<file path="config.mk">
export PLATFORM = sky130hd
export DESIGN_NAME = mcm_collect
export DESIGN_NICKNAME = d
export VERILOG_FILES = /design/src/rtl/mcm_collect.sv
export SDC_FILE = /design/constraint.sdc
export NUM_CORES = 1
export LEC_CHECK = 0
export CORE_MARGIN = 4
export CORE_UTILIZATION = 55
export DETAILED_ROUTE_END_ITERATION = 8
export PLACE_DENSITY = 0.78
export SLEW_MARGIN = 0
export SYNTH_ARGS = -nofsm -noshare
export SYNTH_HDL_FRONTEND = slang
export SYNTH_SLANG_ARGS = --single-unit
</file>
<file path="constraint.sdc">
create_clock -name clk -period 3.2 [get_ports clk]
set_clock_uncertainty 0.15 [all_clocks]
set_input_delay 0.64 -clock clk [delete_from_list [all_inputs] [get_ports clk]]
set_output_delay 0.64 -clock clk [all_outputs]
set_load 0.05 [all_outputs]
</file>
<file path="src/rtl/mcm_collect.sv">
// mcm_collect: gathers one MCM frame from the byte receiver into the MCM RAM.
// A rising edge on iStart launches a one-clk oReq to the MCM. The block then
// waits for the SYNC byte, stores FRAME_LEN data bytes at addresses
// 0..FRAME_LEN-1 and checks the trailing XOR checksum byte. After that it
// holds oDone until the next start edge.
// If the MCM goes quiet for TIMEOUT clks, the rest of the frame is written
// with FILL bytes and oErrTimeout is flagged.
//
// Receive handshake: iRxValid is a one-clk strobe with no back-pressure. A
// byte is consumed in every cycle where iRxValid is high, and back-to-back
// strobes are legal. RAM writes come out one clk later: oWren, oWrAddr and
// oWrData are all registered, and oWren is high for exactly one clk per byte.
module mcm_collect #(
    parameter int          FRAME_LEN = 144,
    parameter logic [7:0]  SYNC      = 8'hA5,
    parameter logic [7:0]  FILL      = 8'h00,
    parameter int          TIMEOUT   = 100000
) (
    input  logic       clk,
    input  logic       reset,
    input  logic       iStart,
    input  logic [7:0] iRxData,
    input  logic       iRxValid,
    output logic       oReq,
    output logic [7:0] oWrAddr,
    output logic [7:0] oWrData,
    output logic       oWren,
    output logic       oDone,
    output logic       oErrTimeout,
    output logic       oErrSum,
    output logic [2:0] oState
);

    typedef enum logic [2:0] {
        S_IDLE      = 3'd0,
        S_REQ       = 3'd1,
        S_WAIT_SYNC = 3'd2,
        S_COLLECT   = 3'd3,
        S_SUM       = 3'd4,
        S_FILL      = 3'd5,
        S_DONE      = 3'd6
    } state_t;

    // The counter is 9 bits wide. With FRAME_LEN=256 it still compares
    // correctly against the last address (255) before the SUM transition.
    localparam logic [8:0]  LAST_ADDR = 9'(FRAME_LEN - 1);
    localparam logic [19:0] TO_LAST   = 20'(TIMEOUT - 1);

    state_t      r_state;
    logic        r_start_d;
    logic [8:0]  r_cnt;
    logic [7:0]  r_acc;
    logic [19:0] r_tcnt;

    logic        w_start_edge;
    logic        w_tmo;

    assign w_start_edge = iStart & ~r_start_d;
    assign w_tmo        = (r_tcnt == TO_LAST);
    assign oState       = r_state;

    // Frame collection FSM with registered RAM-write and status outputs.
    always_ff @(posedge clk or negedge reset) begin
        if (!reset) begin
            r_state     <= S_IDLE;
            r_start_d   <= 1'b0;
            r_cnt       <= '0;
            r_acc       <= '0;
            r_tcnt      <= '0;
            oReq        <= 1'b0;
            oWrAddr     <= '0;
            oWrData     <= '0;
            oWren       <= 1'b0;
            oDone       <= 1'b0;
            oErrTimeout <= 1'b0;
            oErrSum     <= 1'b0;
        end else begin
            r_start_d <= iStart;
            oReq      <= 1'b0;
            oWren     <= 1'b0;
            case (r_state)
                S_IDLE, S_DONE: begin
                    // A start edge releases the packer and arms a new frame.
                    if (w_start_edge) begin
                        r_state     <= S_REQ;
                        oReq        <= 1'b1;
                        oDone       <= 1'b0;
                        oErrTimeout <= 1'b0;
                        oErrSum     <= 1'b0;
                        r_cnt       <= '0;
                        r_acc       <= '0;
                        r_tcnt      <= '0;
                    end
                end
                S_REQ: begin
                    r_state <= S_WAIT_SYNC;
                end
                S_WAIT_SYNC: begin
                    if (iRxValid) begin
                        r_tcnt <= '0;
                        if (iRxData == SYNC) begin
                            r_state <= S_COLLECT;
                        end
                    end else if (w_tmo) begin
                        oErrTimeout <= 1'b1;
                        r_state     <= S_FILL;
                    end else begin
                        r_tcnt <= r_tcnt + 20'd1;
                    end
                end
                S_COLLECT: begin
                    // Bytes equal to SYNC are plain data in this state.
                    if (iRxValid) begin
                        r_tcnt  <= '0;
                        oWren   <= 1'b1;
                        oWrAddr <= r_cnt[7:0];
                        oWrData <= iRxData;
                        r_acc   <= r_acc ^ iRxData;
                        r_cnt   <= r_cnt + 9'd1;
                        if (r_cnt == LAST_ADDR) begin
                            r_state <= S_SUM;
                        end
                    end else if (w_tmo) begin
                        oErrTimeout <= 1'b1;
                        r_state     <= S_FILL;
                    end else begin
                        r_tcnt <= r_tcnt + 20'd1;
                    end
                end
                S_SUM: begin
                    // The checksum byte is compared only; it is never written.
                    if (iRxValid) begin
                        r_tcnt  <= '0;
                        oErrSum <= (iRxData != r_acc);
                        oDone   <= 1'b1;
                        r_state <= S_DONE;
                    end else if (w_tmo) begin
                        oErrTimeout <= 1'b1;
                        oDone       <= 1'b1;
                        r_state     <= S_DONE;
                    end else begin
                        r_tcnt <= r_tcnt + 20'd1;
                    end
                end
                S_FILL: begin
                    // Pad the remaining addresses, one per clk. Input is ignored.
                    oWren   <= 1'b1;
                    oWrAddr <= r_cnt[7:0];
                    oWrData <= FILL;
                    r_cnt   <= r_cnt + 9'd1;
                    if (r_cnt == LAST_ADDR) begin
                        oDone   <= 1'b1;
                        r_state <= S_DONE;
                    end
                end
                default: begin
                    r_state <= S_IDLE;
                end
            endcase
        end
    end

endmodule

</file>
==> impl_results.md, run 1 <==
* Leakage Power at 1.588 nW
* Final total negative setup slack at 0 ns
* Post-Syn Instances at 341
* Seq/Total Area, Yosys at 47.97%
* TritonRoute pass-1 iters at 4
* Number of setup buffers added after CTS at 0
* Max-slew violation total from the final report at 0
* Vias in the first global route at 2673
* Post-route fraction of the period consumed by the critical path at 85.35%
* Clock Tree Root: clkbuf_8
* Clock sink total at 62
* Total of endpoints with negative setup slack in the final report at 0
* Critical path origin: oState[1]$_DFFE_PN0P_
* Via count at 2697
* Maximum clock frequency at 366.1 MHz
* Period minus WS final at 2.731 ns
* Largest delay share family, worst path: buffers and inverters
* Number of hold-repair buffers added at the cts stage at 0
* Proportion of layout cells with a drive suffix above 1 at 11.57%
* Clock-pin slew on the worst setup and hold paths at 0.07 ns
* Area delta synth->final at 19.69%
* DRC errors left at 0
* Setup repair after global routing missed its margin: no
* Net Count, Synth at 356
* Post-DP HPWL at 5118 um
* Via density per instance at 5.850
* Starting Density at 57.68%
* Final core utilization at 69.03%
* RR Startpoint: oState[1]$_DFFE_PN0P_
* Wirelength, routed at 7233 um
* First DRT Iteration DRCs at 245
* Tot GR Track Use at 21.88%
* Synthesis Warnings at 0
* PD cells at 390.4 nW/um2
* CTS tree: built
* Post-Synthesis Mean Instance Area at 9.485 um2
* Net count reported at finish at 400
* Kind of capture point of the worst setup path: primary output
* Largest driver fanout on the critical path at 17
* Share of async-settable or async-resettable flops after synthesis at 100.0%
* Critical path data required time at 2.41 ns
* Inserted Clock Buffers at 9
* Count of buffering cells on the critical path with inverters included at 1
* Depth of the CTS H-tree at 3
* Number of buffers on the longest clock path at 2
* List of cells traversed by the critical path: clkdlybuf4s50_1
* Number of enable flip-flop cells after synthesis at 0
* Slowest CP cell: clkdlybuf4s50_1
* HP Class: in2async
* Die Width at 84.69 um
* Normalized max-slew margin at 49.69%
* Placement row count at 27
* Die boundary height at 84.69 um
* Largest stage delay on the critical path at 0.91 ns
* Number of storage elements in the synthesis netlist at 62
* Commonest register cell after synthesis: dfrtp_1
* Kind of start point of the critical path: register
* Count of nets left with antenna violations after detail routing at 0
* Maximum number of pins on one net before global-route repair at 34
* Diode count at 0
* Count of final hold-check violations at 0
* Arrival @ worst endpoint at 1.94 ns
* Result of the run: finished clean
* Transition time at the pin with the least slew margin at 0.7546 ns
* First-pass GRT wire length at 12500 um
* Routability Congestion at 0.8912
* Die Footprint at 7172 um2
* Initial antenna violation count at 0
* Synth unique cells at 53
* Clock latency on the worst-skew pair at 0.35 ns
* Post-cts repair resize count at 0
* Category of the critical setup timing path: reg2out
* Remaining Overflow, GRT at 0
* Floorplan core area at 5608 um2
* Max-cap violation count at 0
* Avg WL per Cell at 15.69 um
* IR Drop Worst-Case VDD at 238.5 uV
* I/O pin count at 36
* Post-synth design cell area at 3234 um2
* I/O Buffers at 35
final cells by class:
type	count	area, um2
inverters	12	45.04
flip-flops and latches	62	1551
well taps	72	90.09
repair buffers	46	440.4
fillers	460	1737
clock buffers	15	186.4
multi-input cells	254	1558
path summary, 6_finish.rpt:
kind                                           end  slack, ns  depth (start not counted)
max in group asynchronous  oErrTimeout$_DFFE_PN0P_       2.07                          2
setup / recovery                         oState[1]       0.47                          1
setup reg to reg             r_tcnt[8]$_DFFE_PN0P_       0.66                          7
hold reg to reg               r_cnt[8]$_DFFE_PN0P_       0.34                          1
min in group clk              r_cnt[8]$_DFFE_PN0P_       0.34                          1
hold / removal              oWrData[5]$_DFFE_PN0P_       0.20                          1
state kept, by name (all words and copies together) (netlist names):
register and flops:
oState 3, oErrSum 1, r_tcnt 20, r_start_d 1, oErrTimeout 1, oDone 1, oWrAddr 8, r_cnt 9
oReq 1, oWrData 8, r_acc 8, oWren 1
stage by stage:
stage          cells  setup WS, ns  hold slack (ns)  instance area [um2]  total power, W
3_3_place_gp     446        0.5219           0.3097                 3685       0.0008755
2_1_floorplan    341        0.6398           0.1944                 3234       0.0008310
3_5_place_dp     446        0.4513           0.3393                 3685       0.0008772
4_1_cts          461        0.4911           0.2242                 3871        0.001523
5_1_grt          461        0.4027           0.2678                 3871        0.001571
6_report         461        0.4687           0.2027                 3871        0.001511
power breakdown:
group,internal (W),switching [W]
sequential,0.000790,0.00000740
combinational,0.0000260,0.0000381
clock,0.000362,0.000287
total,0.00118,0.000332
per-layer routing:
layer / track usage (%) / wire length, um / vias to the layer above
met5: 0 / 0 / -
li1: - / - / 1327
met1: 29.68 / 3442 / 1291
met4: 8.201 / 99 / 0
met2: 33.45 / 3295 / 71
met3: 6.183 / 396 / 8
cells in the mapped netlist, types with 2 or more instances:
cell       count  area [um2]
dfrtp_1       62        1551
o21ai_0       55       275.3
nor2_1        32       120.1
nand2_1       24       90.09
nand3_1       17       85.08
xor2_1        15       131.4
a21oi_1       13       65.06
inv_1         12       45.04
clkbuf_1       9       33.78
mux2_2         9       101.4
or3_1          8       50.05
o31ai_1        7       52.55
nor2b_1        6       37.54
nor3_1         5       25.02
a31oi_1        4       25.02
and3_1         4       25.02
nand3b_1       4       30.03
nand4_1        4       25.02
nor4_1         4       25.02
o2111ai_1      4       35.03
nand2b_1       3       18.77
nor3b_1        3       22.52
a211oi_1       2       15.01
a21oi_2        2       17.52
clkbuf_8       2       27.53
ha_1           2       25.02
o211ai_1       2       15.01
or2_2          2       12.51
kinds of logic (layout without fill, tap and decap cells):
logic type      count (synthesis)  after routing  share of synthesized area (%)
compound gates                100            100                          18.92
xor+xnor                       15             15                          4.062
fa+ha+maj                       3              3                          1.393
buf+inv                        25             73                          3.868
flops                          62             62                          47.97
mux                             9              9                          3.134
simple gates                  127            127                          20.66
cells in the final DEF, fill, tap and decap left out, types with 2 or more instances in the layout:
master,n
nor2_1,32
nand2_1,24
clkbuf_1,2
buf_4,10
or2_2,2
inv_1,12
nand3_1,17
nand2b_1,3
o211ai_1,2
a31oi_1,4
xor2_1,15
o21ai_0,55
ha_1,2
nor4_1,4
nand4_1,4
nor3b_1,3
a21oi_2,2
nor2b_1,6
mux2_2,9
nor3_1,5
nand3b_1,4
and3_1,4
a21oi_1,13
o2111ai_1,4
clkdlybuf4s50_1,34
a211oi_1,2
clkbuf_8,13
dfrtp_1,62
o31ai_1,7
or3_1,8
(Power assumes the default switching activity.)
==> run 2, diff against run 1 <==
MAX_ROUTING_LAYER = met4   (was default)
==> run 2 against run 1 <==
Die area did not move. Largest cell class unchanged. Sequential share of layout area rose by 0.41 points. Sequential power about the same. Non-clock buffer count down 1. Combinational power down 1%. Final cell count decreased by 0.43%.
==> impl_results.md, run 2 (same netlist as run 1, synthesis figures left out) <==
* Result of the run: finished clean
* Non-filler instance count after layout at 459
* Sum of met2 wire segment lengths after detailed routing at 3157 um
* Normalized max-slew margin at 52.75%
* First-pass GRT wire length at 11920 um
* Max-slew violation total from the final report at 0
* Transition time at the pin with the least slew margin at 0.7087 ns
* CTS tree: built
* Number of setup buffers added after CTS at 0
* Placement row count at 27
* HP Class: in2async
* Post-DP HPWL at 4933 um
* Setup repair after global routing missed its margin: no
* Starting Density at 57.68%
* Post-route fraction of the period consumed by the critical path at 85.40%
* Top flop regs: r_tcnt: 20 flops, r_cnt: 9 flops
* Final total negative setup slack at 0 ns
* Area delta synth->final at 18.49%
* DRC errors left at 0
* IR Drop Worst-Case VDD at 286.8 uV
* Largest delay share family, worst path: buffers and inverters
* Clock latency on the worst-skew pair at 0.34 ns
* Count of buffering cells on the critical path with inverters included at 1
* I/O pin count at 36
* Diode count at 0
* Largest stage delay on the critical path at 0.91 ns
* Tot GR Track Use at 21.59%
* Register ranked first by flip-flop count: r_tcnt
* Vias in the first global route at 2510
* Top routing layer in use: met4
* Maximum clock frequency at 365.9 MHz
* Remaining Overflow, GRT at 0
* TritonRoute pass-1 iters at 4
* Die Width at 84.69 um
* Floorplan core area at 5608 um2
* Period minus WS final at 2.733 ns
* Kind of capture point of the worst setup path: primary output
* Number of cells in the design after placement at 445
* Most used cells in the layout excluding fill and tap cells: 62 x dfrtp_1, 55 x o21ai_0, 34 x clkdlybuf4s50_1, 32 x nor2_1, 24 x nand2_1
* Clock Tree Root: clkbuf_8
* Clock sink total at 62
* Number of hold-repair buffers added at the cts stage at 0
* I/O Buffers at 35
* Largest driver fanout on the critical path at 16
* Slowest CP cell: clkdlybuf4s50_1
* Area used by sequential logic in the layout at 1551 um2
* Inserted Clock Buffers at 9
* Via count at 2689
* Initial antenna violation count at 0
* Maximum number of pins on one net before global-route repair at 33
* Met3 Routed Length at 394 um
* Avg WL per Cell at 15.14 um
* Via density per instance at 5.858
* Number of flip-flops under the largest register name at 20
* Wirelength, routed at 6947 um
* First DRT Iteration DRCs at 223
* Max-cap violation count at 0
* Post-cts repair resize count at 0
* Net count reported at finish at 399
* Die Footprint at 7172 um2
* PD cells at 374.2 nW/um2
* Count of final hold-check violations at 0
* Clock-pin slew on the worst setup and hold paths at 0.06 ns
* Depth of the CTS H-tree at 3
* Leading cell type in the layout, fill and taps excluded: dfrtp_1
* Die boundary height at 84.69 um
* Count of nets left with antenna violations after detail routing at 0
* Routed length on met1 at 3309 um
* Proportion of layout cells with a drive suffix above 1 at 11.11%
* Arrival @ worst endpoint at 1.94 ns
* Number of fillers in the final layout at 471
* Category of the critical setup timing path: reg2out
* Routability Congestion at 0.8958
* Number of buffers on the longest clock path at 2
* List of cells traversed by the critical path: clkdlybuf4s50_1
* Leakage Power at 1.570 nW
* Total of endpoints with negative setup slack in the final report at 0
* Area occupied by multi-input gates at 1558 um2
* Critical path data required time at 2.41 ns
* Kind of start point of the critical path: register
## run 2: cell count changes in the layout (fill, tap and decap cells not counted), sizes merged
cell / delta
clkbuf: -3
clkinv: +2
buf: -1
## run 2: cell type report
| type | instances | share of cell area, % |
|---|---|---|
| sequential | 62 | 40.48 |
| multi-input combinational | 254 | 40.65 |
| clock buffer | 12 | 3.787 |
| clock inverter | 2 | 0.2612 |
| inverter | 12 | 1.175 |
| tap | 72 | 2.351 |
| timing repair buffer | 45 | 11.30 |
## run 2: final timing paths
path,start,to,slack [ns],cells after the start
setup / recovery,oState[2]$_DFFE_PN0P_,oState[2],0.47,1
hold / removal,reset,r_acc[5]$_DFFE_PN0P_,0.20,1
setup reg to reg,oState[1]$_DFFE_PN0P_,r_cnt[7]$_DFFE_PN0P_,0.66,6
hold reg to reg,r_cnt[8]$_DFFE_PN0P_,r_cnt[8]$_DFFE_PN0P_,0.34,1
max in group asynchronous,reset,r_cnt[0]$_DFFE_PN0P_,2.10,2
min in group clk,r_cnt[8]$_DFFE_PN0P_,r_cnt[8]$_DFFE_PN0P_,0.34,1
## run 2: where the power goes
group	switching, W	internal [W]
logic	0.0000375	0.0000259
clock network	0.000282	0.000291
registers	0.00000751	0.000790
## run 2: layer usage
| layer | global-route usage, % | vias to the layer above |
|---|---|---|
| met5 | - | - |
| met4 | 7.770 | 0 |
| met3 | 6.379 | 8 |
| met2 | 30.82 | 69 |
| met1 | 29.30 | 1288 |
| li1 | - | 1324 |
## run 2: per-stage QoR
stage          total power [W]  hold WS (ns)  utilization (%)  setup slack (ns)  area, um2
5_1_grt               0.001497        0.2435            68.34            0.3568       3832
2_1_floorplan        0.0008310        0.1944                -            0.6398       3234
3_3_place_gp         0.0008755        0.3135            65.57            0.5249       3677
6_report              0.001434        0.1978            68.34            0.4673       3832
4_1_cts               0.001451        0.2138            68.34            0.4587       3832
3_5_place_dp         0.0008763        0.3347            65.57            0.4901       3677
==> run 3, diff against run 2 <==
GPL_TIMING_DRIVEN = 1   (was default)
==> results of run 3 <==
The final DEF is identical to that of run 2; final timing and power are the same.
